===== config.mk =====
export PLATFORM = sky130hd
export DESIGN_NAME = hazard_pattern_decoder
export DESIGN_NICKNAME = d
export VERILOG_FILES = /design/src/rtl/hazard_pkg.sv /design/src/rtl/hazard_step_classify.sv /design/src/rtl/hazard_pattern_decoder.sv
export SDC_FILE = /design/constraint.sdc
export NUM_CORES = 1
export LEC_CHECK = 0
export ABC_AREA = 1
export BUFFER_PORTS_ARGS = -buffer_cell sky130_fd_sc_hd__clkbuf_2
export CAP_MARGIN = 15
export CELL_PAD_IN_SITES_DETAIL_PLACEMENT = 0
export CELL_PAD_IN_SITES_GLOBAL_PLACEMENT = 1
export CORE_MARGIN = 5
export CORE_UTILIZATION = 42
export CTS_CLUSTER_DIAMETER = 80
export DETAILED_ROUTE_END_ITERATION = 16
export PLACE_DENSITY_LB_ADDON = 0.1
export SYNTH_ARGS = -nofsm -noshare
export SYNTH_HDL_FRONTEND = slang
export SYNTH_SLANG_ARGS = --single-unit
export TNS_END_PERCENT = 30

===== constraint.sdc =====
create_clock -name clk -period 1.91 [get_ports clk]
set_input_delay 0.2865 -clock clk [delete_from_list [all_inputs] [get_ports clk]]
set_output_delay 0.2865 -clock clk [all_outputs]
set_load 0.03 [all_outputs]

===== src/rtl/hazard_pkg.sv =====
// Shared types and pattern constants for the hazard-light pattern decoder.
package hazard_pkg;

  typedef enum logic [1:0] {
    MODE_CALM  = 2'b00,
    MODE_LEFT  = 2'b01,
    MODE_RIGHT = 2'b10,
    MODE_HOLD  = 2'b11
  } mode_e;

  typedef enum logic [1:0] {
    STEP_UNIQUE     = 2'd0,
    STEP_AMBIG      = 2'd1,
    STEP_ILL_CODE   = 2'd2,
    STEP_ILL_REPEAT = 2'd3
  } step_e;

  typedef enum logic [1:0] {
    ST_NO_REF = 2'd0,
    ST_TRACK  = 2'd1,
    ST_LOCKED = 2'd2
  } state_e;

  localparam logic [2:0] PAT_OUTER = 3'b101;
  localparam logic [2:0] PAT_P0    = 3'b001;
  localparam logic [2:0] PAT_P1    = 3'b010;
  localparam logic [2:0] PAT_P2    = 3'b100;

  // Only the four codes a healthy hazard light ever drives are legal.
  function automatic logic is_legal(input logic [2:0] pat);
    return (pat == PAT_OUTER) || (pat == PAT_P0) || (pat == PAT_P1) || (pat == PAT_P2);
  endfunction

endpackage


===== src/rtl/hazard_step_classify.sv =====
// Combinational classifier: one (prev, cur) pattern step -> step kind and implied mode.
// prev is always a legal code because only legal strobes are ever stored as reference.
module hazard_step_classify
  import hazard_pkg::*;
(
  input  logic [2:0] i_prev,
  input  logic [2:0] i_cur,
  output step_e      o_step,
  output mode_e      o_mode
);

  // Decode the step; mode is only meaningful when the step is unique.
  always_comb begin
    o_step = STEP_ILL_CODE;
    o_mode = MODE_CALM;
    if (!is_legal(i_cur)) begin
      o_step = STEP_ILL_CODE;
    end else if (i_prev == PAT_OUTER) begin
      // Leaving the outer pair: every successor identifies one mode.
      o_step = STEP_UNIQUE;
      case (i_cur)
        PAT_P1:    o_mode = MODE_CALM;
        PAT_OUTER: o_mode = MODE_HOLD;
        PAT_P0:    o_mode = MODE_LEFT;
        default:   o_mode = MODE_RIGHT;
      endcase
    end else if (i_cur == PAT_OUTER) begin
      // Single lamp back to outer pair happens in both CALM and HOLD.
      o_step = STEP_AMBIG;
    end else if (i_cur == i_prev) begin
      o_step = STEP_ILL_REPEAT;
    end else begin
      o_step = STEP_UNIQUE;
      if (((i_prev == PAT_P0) && (i_cur == PAT_P1)) ||
          ((i_prev == PAT_P1) && (i_cur == PAT_P2)) ||
          ((i_prev == PAT_P2) && (i_cur == PAT_P0))) begin
        o_mode = MODE_LEFT;
      end else begin
        o_mode = MODE_RIGHT;
      end
    end
  end

endmodule


===== src/rtl/hazard_pattern_decoder.sv =====
// Monitors the hazard-light LED stream, locks onto the switch mode after CONFIRM
// agreeing steps, flags illegal codes/transitions and drops the lock on timeout.
//
// Handshake: led_valid is a single-cycle strobe with no back-pressure; led is
// sampled on the rising clk edge where led_valid=1 and every output reflects that
// strobe one cycle later.
module hazard_pattern_decoder
  import hazard_pkg::*;
#(
  parameter int CONFIRM        = 2,
  parameter int TIMEOUT_CYCLES = 1000
) (
  input  logic       clk,
  input  logic       reset,
  input  logic       led_valid,
  input  logic [2:0] led,
  output logic [1:0] mode,
  output logic       mode_valid,
  output logic       mode_change,
  output logic       err,
  output logic [7:0] err_count,
  output logic       stale,
  output logic [1:0] dbg_state
);

  localparam int SW = $clog2(CONFIRM + 1);
  localparam int IW = $clog2(TIMEOUT_CYCLES + 1);
  localparam logic [SW-1:0] CONF_L    = SW'(CONFIRM);
  localparam logic [IW-1:0] IDLE_MAX  = IW'(TIMEOUT_CYCLES);
  localparam logic [IW-1:0] IDLE_LAST = IW'(TIMEOUT_CYCLES - 1);

  state_e        r_state, w_state_n;
  logic [2:0]    r_prev, w_prev_n;
  mode_e         r_cand, w_cand_n;
  logic [SW-1:0] r_streak, w_streak_n;
  mode_e         r_mode, w_mode_n;
  logic          r_mode_valid, w_mode_valid_n;
  logic          r_mode_change, w_mode_change_n;
  logic          r_err, w_err_n;
  logic [7:0]    r_err_count, w_err_count_n;
  logic          r_stale, w_stale_n;
  logic [IW-1:0] r_idle, w_idle_n;

  step_e         w_step;
  mode_e         w_step_mode;

  hazard_step_classify u_classify (
    .i_prev (r_prev),
    .i_cur  (led),
    .o_step (w_step),
    .o_mode (w_step_mode)
  );

  // Next-state, streak, lock, error and idle-timeout logic.
  always_comb begin
    w_state_n       = r_state;
    w_prev_n        = r_prev;
    w_cand_n        = r_cand;
    w_streak_n      = r_streak;
    w_mode_n        = r_mode;
    w_mode_valid_n  = r_mode_valid;
    w_mode_change_n = 1'b0;
    w_err_n         = 1'b0;
    w_err_count_n   = r_err_count;
    w_stale_n       = r_stale;
    w_idle_n        = r_idle;

    if (led_valid) begin
      w_idle_n = '0;
    end else if (r_idle != IDLE_MAX) begin
      w_idle_n = r_idle + IW'(1);
    end

    if (led_valid) begin
      w_stale_n = 1'b0;
      if (r_state == ST_NO_REF) begin
        // First legal code only establishes the reference; no step yet.
        if (is_legal(led)) begin
          w_prev_n  = led;
          w_state_n = ST_TRACK;
        end else begin
          w_err_n = 1'b1;
        end
      end else begin
        case (w_step)
          STEP_ILL_CODE: begin
            w_err_n        = 1'b1;
            w_mode_valid_n = 1'b0;
            w_streak_n     = '0;
            w_state_n      = ST_NO_REF;
          end
          STEP_ILL_REPEAT: begin
            // The repeated code is still legal, so it becomes the new reference.
            w_err_n        = 1'b1;
            w_mode_valid_n = 1'b0;
            w_streak_n     = '0;
            w_prev_n       = led;
            w_state_n      = ST_TRACK;
          end
          STEP_AMBIG: begin
            w_prev_n = led;
          end
          default: begin
            w_prev_n = led;
            if (w_step_mode == r_cand) begin
              w_streak_n = (r_streak == CONF_L) ? CONF_L : r_streak + SW'(1);
            end else begin
              w_cand_n   = w_step_mode;
              w_streak_n = SW'(1);
            end
            // A locked mode only moves once the new candidate is confirmed.
            if (w_streak_n == CONF_L) begin
              w_mode_change_n = !r_mode_valid || (r_mode != w_cand_n);
              w_mode_n        = w_cand_n;
              w_mode_valid_n  = 1'b1;
              w_state_n       = ST_LOCKED;
            end
          end
        endcase
      end
    end else if (r_idle == IDLE_LAST) begin
      // Counter saturates at the limit, so expiry fires once per quiet period.
      w_mode_valid_n = 1'b0;
      w_streak_n     = '0;
      w_stale_n      = 1'b1;
      w_state_n      = ST_NO_REF;
    end

    if (w_err_n && (r_err_count != 8'hFF)) begin
      w_err_count_n = r_err_count + 8'd1;
    end
  end

  // State and output registers with asynchronous reset.
  always_ff @(posedge clk or posedge reset) begin
    if (reset) begin
      r_state       <= ST_NO_REF;
      r_prev        <= PAT_OUTER;
      r_cand        <= MODE_CALM;
      r_streak      <= '0;
      r_mode        <= MODE_CALM;
      r_mode_valid  <= 1'b0;
      r_mode_change <= 1'b0;
      r_err         <= 1'b0;
      r_err_count   <= 8'd0;
      r_stale       <= 1'b0;
      r_idle        <= '0;
    end else begin
      r_state       <= w_state_n;
      r_prev        <= w_prev_n;
      r_cand        <= w_cand_n;
      r_streak      <= w_streak_n;
      r_mode        <= w_mode_n;
      r_mode_valid  <= w_mode_valid_n;
      r_mode_change <= w_mode_change_n;
      r_err         <= w_err_n;
      r_err_count   <= w_err_count_n;
      r_stale       <= w_stale_n;
      r_idle        <= w_idle_n;
    end
  end

  assign mode        = r_mode;
  assign mode_valid  = r_mode_valid;
  assign mode_change = r_mode_change;
  assign err         = r_err;
  assign err_count   = r_err_count;
  assign stale       = r_stale;
  assign dbg_state   = r_state;

endmodule


; After elaboration in Yosys (flattened, before gate mapping)
; Index checks and enable logic that the tools add are counted.
[classes]
addsub = 3
n_mul = 0
div_mod_pow = 0
n_lt_le_gt_ge = 0
n_eq_ne = 27
shift = 0
muxes = 48
bitwise_logic = 2
reduce_logical = 22
[op_table]
columns = cell, n
row1 = $mux W2, 25
row2 = $mux W10, 2
row3 = $mux W1, 14
row4 = $eq A3 B3 Y1 const B, 4
row5 = $pmux W2 S3, 2
row6 = $reduce_and A4 Y1, 3
row7 = $add A10 B1 Y10 const B, 1
row8 = $eq A10 B10 Y1 const B, 1
row9 = $ne A10 B10 Y1 const B, 1
row10 = $mux W3, 3
row11 = $reduce_and A3 Y1, 3
row12 = $add A8 B1 Y8 const B, 1
row13 = $eq A2 B2 Y1 const B, 4
row14 = $ne A8 B8 Y1 const B, 1
row15 = $eq A3 B1 Y1 const B, 2
row16 = $eq A3 B2 Y1 const B, 2
row17 = $logic_or A1 B1 Y1, 6
row18 = $ne A2 B2 Y1 const B, 3
row19 = $ne A3 B2 Y1 const B, 2
row20 = $ne A5 B1 Y1 const B, 1
row21 = $logic_and A1 B1 Y1, 4
row22 = $pmux W2 S2, 1
row23 = $reduce_bool A2 Y1, 2
row24 = $eq A3 B3 Y1, 1
row25 = 12 further kinds, 13
[word_totals]
reg_bits = 33
latch_bits = 0
ram_bits = 0
mem_bits_ro = 0
out_inout_bits = 16
elab_cells = 113
memories = 0

; Logic depth before layout (Yosys ltp)
; Gate-level depths: netlist of the first run.
[logic_depth]
ltp_word = 20
mapped_depth = 16
ltp_nobuf = 16

; Hierarchy
; Synthesis of the first run repeated with hierarchy kept, for this count alone.
[unflattened]
cells_unflattened = 270
hier_area_um2 = 2009.4
[by_module_without_submodules]
columns = module, instances, cells_per_inst, area_each_um2, seq_area_each_um2
row1 = hazard_pattern_decoder, 1, 223, 1788.0, 828.3
row2 = hazard_step_classify, 1, 47, 221.5, 0.0

; Least setup slack after synthesis of the first run
; Ideal clock, no wire load.
[synth_timing]
kind = register -> register
from = reg r_prev[2]
to = reg r_state[1], in the netlist dbg_state[1]
arrival_time_ns = 1.549
t_required_ns = 1.790
path_slack_ns = 0.241
path_stages_with_launch = 16
period_less_slack_ns = 1.669
cell_sequence = dfstp_2 > inv_2 > nand2_1 > nand2_1 > nand3_1 > nand2_1 > o21ai_2 > nand2_2 > nand2_1 > nand3_2 > nor2_4 > nand2_1 > nand2_1 > nand2_1 > nand2_1 > nand2_1
[synth_between]
elab_chain_len = 17
word_cells_on_any_way = 34
cone_classes = eq/ne: 12 / mux: 16 / reduce/logical: 6
[synth_rtl]
columns = item, line
row1 = start: declaration, hazard_pattern_decoder.sv:33  ; logic [2:0] r_prev, w_prev_n;
row2 = start signal: assignment, hazard_pattern_decoder.sv:150  ; r_prev <= w_prev_n;
row3 = $eq A3 B1 Y1 / $eq A3 B2 Y1 (equally long branches), "hazard_step_classify.sv:34, hazard_step_classify.sv:35"
row4 = "$logic_and A1 B1 Y1, on equally long branches", "hazard_step_classify.sv:34, hazard_step_classify.sv:35"
row5 = $logic_or A1 B1 Y1, hazard_step_classify.sv:34  ; if (((i_prev == PAT_P0) && (i_cur == PAT_P1)) ||
row6 = $logic_or A1 B1 Y1, hazard_step_classify.sv:35  ; ((i_prev == PAT_P1) && (i_cur == PAT_P2)) ||
row7 = $mux W2, hazard_step_classify.sv:34
row8 = $mux W2, hazard_step_classify.sv:30  ; end else if (i_cur == i_prev) begin
row9 = $mux W2, hazard_step_classify.sv:27  ; end else if (i_cur == PAT_OUTER) begin
row10 = $mux W2, hazard_step_classify.sv:18  ; end else if (i_prev == PAT_OUTER) begin
row11 = $mux W2, hazard_step_classify.sv:16  ; if (!is_legal(i_cur)) begin
row12 = $eq A2 B2 Y1, hazard_pattern_decoder.sv:105  ; if (w_step_mode == r_cand) begin
row13 = $mux W2, hazard_pattern_decoder.sv:105
row14 = $mux W2, hazard_pattern_decoder.sv:85  ; case (w_step)
row15 = $mux W2, hazard_pattern_decoder.sv:76  ; if (r_state == ST_NO_REF) begin
row16 = $mux W2, hazard_pattern_decoder.sv:74  ; if (led_valid) begin
row17 = $eq A2 B2 Y1, hazard_pattern_decoder.sv:112  ; if (w_streak_n == CONF_L) begin
row18 = $ne A5 B1 Y1 (no source line), n/a
row19 = $reduce_and A4 Y1 (no source line), n/a
row20 = end signal: assignment, hazard_pattern_decoder.sv:149  ; r_state <= w_state_n;
row21 = end: declaration, hazard_pattern_decoder.sv:32  ; state_e r_state, w_state_n;
; Parallel ways exist; a longest one is shown, timed or not. The select of a mux whose other input is x is not followed.
; A chain may end at the register's enable or synchronous reset.

; Final worst setup path of the first run
; Ends and elaborated chain as after synthesis.

==> results of run 1 <==
-- layer usage --
layer,vias to the layer above,part of all wire
li1,780,-
met1,666,0.53
met2,18,0.43
met3,2,0.029
met4,0,0.0075
met5,-,0
-- kinds of logic after synthesis --
| family | after synthesis | share of synthesized area |
|---|---|---|
| AND/OR/NAND/NOR | 102 | 0.261 |
| buffers and inverters | 41 | 0.0868 |
| flip-flops | 33 | 0.467 |
| AO/OA/AOI/OAI | 29 | 0.101 |
| XOR/XNOR | 10 | 0.0494 |
| adder cells (fa/ha/maj) | 4 | 0.0282 |
| multiplexers | 1 | 0.00635 |
-- flip-flops by register name (all words and copies together) (netlist names), 2 cells and up --
register and flops:
dbg_state 2, r_prev 3, r_idle 10, err_count 8
r_cand 2, mode 2, r_streak 2
-- final cells by class --
cell class              count  area (µm²)
multi-input cells         146         803
repair buffers             33         195
clock buffers               5        68.8
clock inverters             3        46.3
well taps                  50        62.6
flip-flops and latches     33         828
fillers                   380        1910
inverters                  39         146
-- through the flow --
stage,util,total power [mW],hold WS (ns),cells
floorplan,-,1.45,0.414,220
global placement,0.491,1.64,0.382,297
detailed placement,0.491,1.64,0.389,297
CTS,0.520,2.32,0.0721,305
global route,0.530,2.49,0.0920,309
finish,0.530,2.34,0.0620,309
-- cells in the final DEF, fill, tap and decap left out, types with 2 or more instances in the layout --
master / synthesis / layout
o22ai_1: 6 / 6
a211oi_1: 2 / 2
o21ai_2: 2 / 2
nand2_1: 48 / 47
nand2_2: 1 / 2
xnor2_1: 5 / 5
nor3_1: 4 / 4
buf_4: 0 / 12
dfstp_2: 2 / 2
o21ai_0: 11 / 11
clkbuf_2: 0 / 21
o21ai_1: 2 / 2
clkbuf_8: 0 / 5
dfrtp_1: 31 / 31
nand4_1: 3 / 3
inv_2: 8 / 8
a21oi_1: 3 / 3
nor2_1: 21 / 19
inv_1: 31 / 31
nor2_4: 1 / 2
ha_1: 4 / 4
xor2_1: 5 / 5
nand3_1: 16 / 16
nand3_2: 3 / 3
nor2_2: 4 / 5
-- power groups by stage --
stage	registers, mW	clock network, mW	logic (mW)
after floorplan	1.08	0	0.367
after global placement	0.947	0	0.688
after detailed placement	0.946	0	0.692
after CTS	0.935	0.688	0.695
after global routing	0.958	0.719	0.812
final	0.938	0.668	0.730
-- tightest hold or removal path: cells and delay by family --
kind                   cells  cell delay [ns]
buffers and inverters      3             0.49
-- timing repair --
action | CTS | global route
gates resized for setup | 0 | 4
setup buffers | 0 | 4
setup endpoints to repair | 0 | 9
-- worst min-delay path by stage --
stage               startpoint                       end  slack (ns)  cells past startpoint
floorplan                reset  dbg_state[0]$_DFFE_PP0P_        0.41                      1
global placement         reset  dbg_state[0]$_DFFE_PP0P_        0.38                      3
detailed placement       reset  err_count[0]$_DFFE_PP0P_        0.39                      3
CTS                      reset  err_count[0]$_DFFE_PP0P_        0.07                      3
global route             reset  err_count[0]$_DFFE_PP0P_        0.09                      3
finish                   reset  err_count[0]$_DFFE_PP0P_        0.06                      3
==> flow_summary.yaml, run 1 <==
worst_setup_path:
  r2r_cells: 15
  path_cells: "inv_2 > nand2_1 > nand2_1 > nand3_1 > nand2_1 > o21ai_2 > nand2_2 > nand2_2 > nand3_2 > nor2_4 > nand2_1 > nand2_1 > nand2_1 > nand2_1 > nand2_1"
  slowest_stage: "dfstp_2"
  r2r_setup_slack_ns: 0.04
  cp.depth: 15
  cp-endpoint: "dbg_state[1]$_DFFE_PP0P_"
  cp.arrival_ns: 2.05
  slowest_delay_ns: 0.58
  crit_buf_inv: 1
  crit_required_ns: 2.08
  cpMostUsedCell: "nand2_1"
  critPathLaunchType: "flip-flop"
  crit_path_max_fanout: 5
  path_delay_family: "simple AND/OR/NAND/NOR gates"
  reg2reg_to: "dbg_state[1]$_DFFE_PP0P_"
  startpoint: "r_prev[2]$_DFFE_PP1P_"
  end_kind: "flip-flop"
  path_class: "flip-flop to flip-flop"
  reg2reg_from: "r_prev[2]$_DFFE_PP1P_"
route:
  wl_um: 3610
  drt_first_pass_iters: 4
  drc: 0
  drt_iter0_markers: 72
  wire_per_inst_um: 11.7
  vias: 1466
  avgViaCountPerCell: 4.74
  postRouteAntennaNets: 0
place:
  post-dp-hpwl_um: 2720
  place_ws_ns: 0.0337
  postPlaceCellArea_mm2: 0.00199
  gp_congestion: 0.784
  numPortBuffers: 21
sta:
  report.final.slew_viol_count: 0
  tns_ns: 0
  worstMarginPinSlew_ns: 0.416
  min_period_ns: 1.87
  post-route-period-util: 0.980
  max_freq_ghz: 0.534
  max_slew_margin: 0.723
  finalSetupViolCount: 0
  fin_skew_ns: 0.00361
  rsz0062_at_grt: "yes"
  hold_violations: 0
  worst_slack_ns: 0.0385
global_routing:
  grt.busiest_layer: "met2"
  use_met1: 0.202
  grt_pass1_vias: 1433
  use_met3: 0.0481
  gr-total-overflow: 0
  grt_pass1_wl_um: 6250
  grt_start_max_net_pins: 34
  use_met2: 0.224
  antenna_found_initial: 0
  track_usage: 0.148
floorplanning:
  start_util: 0.437
  die_area_mm2: 0.00562
  die_h_um: 75.0
  die_x_um: 75.0
  row_count: 23
  io_pins: 22
  core_area_mm2: 0.00406
synth:
  netlist_area_mm2: 0.00177
  synthArstFlopShare: 1.00
  ys_seq_elements: 33
  seq_area_frac_synth: 0.467
  synth_cell_type_count: 28
  synthCells: 220
  synth.most_common_cell: "nand2_1"
  synth_edf_count: 0
  synth_flop_cell: "dfrtp_1"
  syn_nets: 230
  synth.area.top_cells: "dfrtp_1, nand2_1, inv_1"
  synth_area_per_cell_um2: 8.06
  synth_top_cell_area_share: 0.438
  synth_top_cell_by_area: "dfrtp_1"
  synth_commonest_cells: "nand2_1, dfrtp_1, inv_1, nor2_1, nand3_1"
  yosys_warnings: 0
clocking:
  holdBufCountCts: 0
  cts_root_buffer: "clkbuf_8"
  htree_levels: 2
  numCtsBuffers: 5
  cts.sinks: 33
  clockBufferDepth: 2
  path_clk_slew_ns: 0.07
  clock_latency_ns: 0.28
  tritoncts: "yes"
power_and_ir_drop:
  p_clk_frac: 0.286
  vdd_drop_max_mv: 0.644
  internal_power_mw: 1.48
  p_sw_frac: 0.366
  p_leak_nw: 1.08
  p_sw_uw: 854
  power_frac_seq: 0.401
  powerDensity_mw_per_mm2: 1090
  pwr-share-comb: 0.313
final_layout:
  syn_to_final_growth_pct: 21.3
  layout.nets: 268
  design_area_mm2: 0.00215
  diodes: 0
  drive_gt1_frac: 0.263
hold_path:
  hold_path_class: "input port to async pin"
run:
  cap_violations: 0
status:
  outcome: "complete, no violations"
No activity file was read; power rests on OpenSTA's default activity.
==> run 2: changes to the inputs <==
SLEW_MARGIN = 10   (was unset)
clock period = 1.9 ns   (was 1.91 ns; I/O delays follow)
==> run 2 against run 1 <==
  * Die area unchanged
  * Fmax fell by 0.20%
  * Count of clock-buffer cells in the layout unchanged
  * First-iteration DRC count up 54%
  * Cell count unchanged
  * Global-route usage rose by 0.55 points
  * Clock power up 0.7%
  * Flip-flop and latch count stayed put
  * Via count unchanged
  * Utilization rose by 0.49 points
  * Largest power group unchanged
==> flow_summary.yaml, run 2 (synthesized netlist as in run 1, its figures left out) <==
status:
  outcome: "complete, no violations"
floorplanning:
  row_count: 23
  die_x_um: 75.0
  io_pins: 22
  die_h_um: 75.0
  die_area_mm2: 0.00562
  start_util: 0.437
  core_area_mm2: 0.00406
global_routing:
  grt_start_max_net_pins: 34
  grt_pass1_wl_um: 6600
  grt_pass1_vias: 1465
  antenna_found_initial: 0
  gr-total-overflow: 0
  track_usage: 0.153
sta:
  max_freq_ghz: 0.533
  min_period_ns: 1.88
  report.final.slew_viol_count: 0
  worstMarginPinSlew_ns: 0.431
  tns_ns: 0
  max_slew_margin: 0.713
  fin_skew_ns: 0.00644
  finalSetupViolCount: 0
  hold_violations: 0
  worst_slack_ns: 0.0248
  post-route-period-util: 0.987
  whs_ns: 0.0507
  rsz0062_at_grt: "yes"
clocking:
  clockBufferDepth: 2
  cts.sinks: 33
  htree_levels: 2
  cts_root_buffer: "clkbuf_8"
  numCtsBuffers: 5
  holdBufCountCts: 0
  clock_latency_ns: 0.29
  tritoncts: "yes"
  path_clk_slew_ns: 0.08
final_layout:
  fin_cells: 309
  final_common_cell: "nand2_1"
  top_register: "r_idle"
  design_area_mm2: 0.00217
  layout.nets: 268
  utilization: 0.535
  largest_register_ffs: 10
  syn_to_final_growth_pct: 22.4
  diodes: 0
  final_cell_mix: "nand2_1, dfrtp_1, inv_1"
  drive_gt1_frac: 0.278
route:
  postRouteAntennaNets: 0
  drt_iter0_markers: 111
  wl_um: 3670
  wire_per_inst_um: 11.9
  avgViaCountPerCell: 4.74
  drt_first_pass_iters: 4
  vias: 1466
  drc: 0
worst_setup_path:
  crit_required_ns: 2.08
  crit_path_max_fanout: 5
  cp.arrival_ns: 2.05
  path_class: "flip-flop to flip-flop"
  critPathLaunchType: "flip-flop"
  end_kind: "flip-flop"
place:
  numPortBuffers: 21
  post-dp-hpwl_um: 2700
  dp_cells: 298
  postPlaceCellArea_mm2: 0.00200
  gp_congestion: 0.752
  place_ws_ns: 0.0373
power_and_ir_drop:
  p_leak_nw: 1.08
  powerDensity_mw_per_mm2: 1090
  power_mw: 2.36
  vdd_drop_max_mv: 0.633
hold_path:
  hold_path_class: "input port to async pin"
run:
  cap_violations: 0
-- run 2: cell counts in the layout (fill, tap and decap cells not counted) --
Identical to the previous run, type by type.
-- run 2: routing by layer --
metal	wire length, µm	up-vias	GRT usage
met5	0	-	0
met4	44	0	0.0494
met3	148	5	0.0441
met2	1620	23	0.228
met1	1860	659	0.214
li1	-	779	-
-- run 2: what timing repair did --
action,CTS,global route
setup endpoints to repair,0,9
buffers inserted,0,3
resized for setup,0,9
-- run 2: critical path, cell delays in order (launching register included) --
cell     delay, ns
dfstp_2       0.58
nand2_1       0.10
nor2_1        0.13
nand2_1       0.08
nand4_2       0.13
xor2_2        0.19
nand3_4       0.10
nor2_4        0.13
nand2_1       0.06
nand2_1       0.07
nand2_1       0.07
nand2_1       0.06
nand2_1       0.04
-- run 2: final cells by class --
class                      instances  area (µm²)
sequential                        33         828
inverter                          39         146
tap                               50        62.6
clock inverter                     3        46.3
fill                             389        1890
timing repair buffer              33         195
multi-input combinational        146         823
clock buffer                       5        68.8
-- run 2: path summary, 6_finish.rpt --
path / start / endpoint / slack [ns] / cells past startpoint
setup / recovery: r_prev[0]$_DFFE_PP1P_ / dbg_state[1]$_DFFE_PP0P_ / 0.02 / 12
hold / removal: reset / err_count[0]$_DFFE_PP0P_ / 0.05 / 3
setup reg to reg: r_prev[0]$_DFFE_PP1P_ / dbg_state[1]$_DFFE_PP0P_ / 0.02 / 12
hold reg to reg: stale$_DFFE_PP0P_ / stale$_DFFE_PP0P_ / 0.49 / 2
max in group asynchronous: reset / r_prev[0]$_DFFE_PP1P_ / 1.51 / 3
min in group clk: led[2] / r_prev[2]$_DFFE_PP1P_ / 0.30 / 3
-- run 2: report_power, final --
part           internal (mW)  switching [mW]
logic                  0.264           0.478
registers              0.829           0.113
clock network          0.392           0.281
total                   1.49           0.872
==> run 3: changes to the inputs <==
SYNTH_HIERARCHICAL = 1   (was unset)
==> run 3 against run 2 <==
  * Sequential power grew 0.4%
  * The flow now finishes with violations (negative setup slack)
  * Die area increased by 12%
  * Clock power up 3.1%
  * Utilization shrank 0.89 points
  * First-iteration DRC count decreased by 47%
  * Critical path depth rose by 3
  * Design area increased by 14%
  * Flip-flop and latch count stayed put
  * Synthesized area is 13% higher
  * Via count rose by 23%
  * Non-clock buffer count increased by 7
  * Worst hold slack improved by 0.27 ns
==> flow_summary.yaml, run 3 <==
status:
  outcome: "finished with violations"
  violations: "negative setup slack"
hold_path:
  hold_path_class: "input port to flip-flop"
  min_from: "led[2]"
  hold_end: "r_prev[2]$_DFFE_PP1P_"
  hold_depth: 3
worst_setup_path:
  slowest_stage: "dfstp_2"
  end_kind: "flip-flop"
  crit_buf_inv: 2
  r2r_setup_slack_ns: -0.05
  path_cells: "inv_2 > nor2_2 > inv_1 > nand2_1 > nor2_2 > nor2_1 > nand2_1 > a21oi_2 > nand2_1 > nand2_2 > nand4_1 > nand2_1 > nand3_2 > nand2_1 > nand2_1"
  crit_path_max_fanout: 4
  r2r_cells: 15
  startpoint: "r_prev[2]$_DFFE_PP1P_"
  cpMostUsedCell: "nand2_1"
  reg2reg_to: "dbg_state[0]$_DFFE_PP0P_"
  critPathLaunchType: "flip-flop"
  path_delay_family: "simple AND/OR/NAND/NOR gates"
  crit_required_ns: 2.08
  slowest_delay_ns: 0.56
  reg2reg_from: "r_prev[2]$_DFFE_PP1P_"
  path_class: "flip-flop to flip-flop"
  cp.arrival_ns: 2.13
place:
  gp_congestion: 0.809
  numPortBuffers: 21
  dp_cells: 360
  post-dp-hpwl_um: 3160
  postPlaceCellArea_mm2: 0.00230
  place_ws_ns: -0.119
final_layout:
  final_cell_mix: "nand2_1, inv_1, dfrtp_1"
  utilization: 0.526
  design_area_mm2: 0.00247
  seq_area_um2: 828
  fill_cells: 470
  diodes: 0
  multiInputGateArea_mm2: 0.00104
  drive_gt1_frac: 0.272
  top_register: "r_idle"
  syn_to_final_growth_pct: 22.9
  fin_cells: 370
  final_common_cell: "nand2_1"
  largest_register_ffs: 10
  layout.nets: 325
floorplanning:
  row_count: 25
  die_h_um: 79.2
  core_area_mm2: 0.00469
  io_pins: 22
  die_x_um: 79.2
  die_area_mm2: 0.00627
  start_util: 0.428
route:
  drt_iter0_markers: 59
  wire_per_inst_um: 11.3
  vias: 1805
  drt_first_pass_iters: 6
  drc: 0
  avgViaCountPerCell: 4.88
  wl_um: 4180
  postRouteAntennaNets: 0
global_routing:
  track_usage: 0.145
  gr-total-overflow: 0
  grt_pass1_wl_um: 7230
  grt_pass1_vias: 1680
  antenna_found_initial: 0
  grt_start_max_net_pins: 18
clocking:
  htree_levels: 2
  path_clk_slew_ns: 0.07
  tritoncts: "yes"
  clock_latency_ns: 0.29
  cts.sinks: 33
  clockBufferDepth: 2
  cts_root_buffer: "clkbuf_8"
  numCtsBuffers: 5
sta:
  whs_ns: 0.324
  post-route-period-util: 1.03
  max_freq_ghz: 0.513
  rsz0062_at_grt: "yes"
  finalSetupViolCount: 5
  min_period_ns: 1.95
  hold_violations: 0
  tns_ns: -0.140
  worst_slack_ns: -0.0501
  worstMarginPinSlew_ns: 0.338
  fin_skew_ns: 0.00530
  report.final.slew_viol_count: 0
  max_slew_margin: 0.774
power_and_ir_drop:
  power_mw: 2.47
  p_leak_nw: 1.25
  powerDensity_mw_per_mm2: 1000
  vdd_drop_max_mv: 0.521
synth:
  synth_cell_type_count: 25
  syn_nets: 280
  synth_area_per_cell_um2: 7.44
  synth_flop_cell: "dfrtp_1"
  seq_area_frac_synth: 0.412
  netlist_area_mm2: 0.00201
  yosys_warnings: 6
  synthCells: 270
  synth_top_cell_area_share: 0.386
  synthArstFlopShare: 1.00
  ys_seq_elements: 33
  synth_commonest_cells: "nand2_1, inv_1, dfrtp_1, nor2_1, nand3_1"
  synth_top_cell_by_area: "dfrtp_1"
  synth.most_common_cell: "nand2_1"
  synth.area.top_cells: "dfrtp_1, nand2_1, inv_1"
  synth_edf_count: 0
run:
  cap_violations: 0
-- run 3: worst max path at each step --
stage                          endpoint  slack, ns  depth (start not counted)
2_1_floorplan       mode[0]$_DFFE_PP0P_       0.05                         15
3_3_place_gp        mode[1]$_DFFE_PP0P_      -0.11                         15
3_5_place_dp        mode[0]$_DFFE_PP0P_      -0.12                         15
4_1_cts        dbg_state[1]$_DFFE_PP0P_      -0.06                         15
5_1_grt        dbg_state[0]$_DFFE_PP0P_      -0.30                         15
6_report       dbg_state[0]$_DFFE_PP0P_      -0.05                         15
-- run 3: kinds of logic after synthesis --
group	after synthesis	synth area share
buffers and inverters	41	0.0853
xor gates and xnor gates	9	0.0392
and+or+nand+nor	148	0.329
AOI/OAI and AO/OA	35	0.109
DFF	33	0.412
adders and majority gates	4	0.0249
-- run 3: timing repair --
item | 4_1_cts | 5_1_grt
pin swaps | 7 | 16
endpoints found under the setup margin | 6 | 21
hold buffers | 1 | 0
gates resized for setup | 8 | 8
hold endpoints to repair | 6 | 0
buffers inserted | 1 | 0
-- run 3: power breakdown --
group	total, mW	switching [mW]	internal (mW)
Sequential	0.946	0.118	0.827
Clock	0.694	0.266	0.428
Combinational	0.833	0.526	0.308
Total	2.47	0.910	1.56
-- run 3: worst reg2reg max path, delay by kind of cell (launching register included) --
kind | cells | cell delay, ns
buffers and inverters | 2 | 0.10
AOI/OAI and AO/OA | 1 | 0.18
and+or+nand+nor | 12 | 1.01
DFF | 1 | 0.56
-- run 3: cell type report --
cell class / instances / share of cell area
Clock inverter: 1 / 0.0122
Tap cell: 54 / 0.0274
Multi-Input combinational cell: 196 / 0.422
Timing Repair Buffer: 40 / 0.108
Inverter: 39 / 0.0603
Sequential cell: 33 / 0.336
Clock buffer: 7 / 0.0350
-- run 3: routing by layer --
metal,vias to the layer above,GRT usage,part of all wire
met4,0,0.0515,0.014
met2,21,0.247,0.48
li1,951,-,-
met5,-,0,0
met3,6,0.0385,0.035
met1,827,0.177,0.47
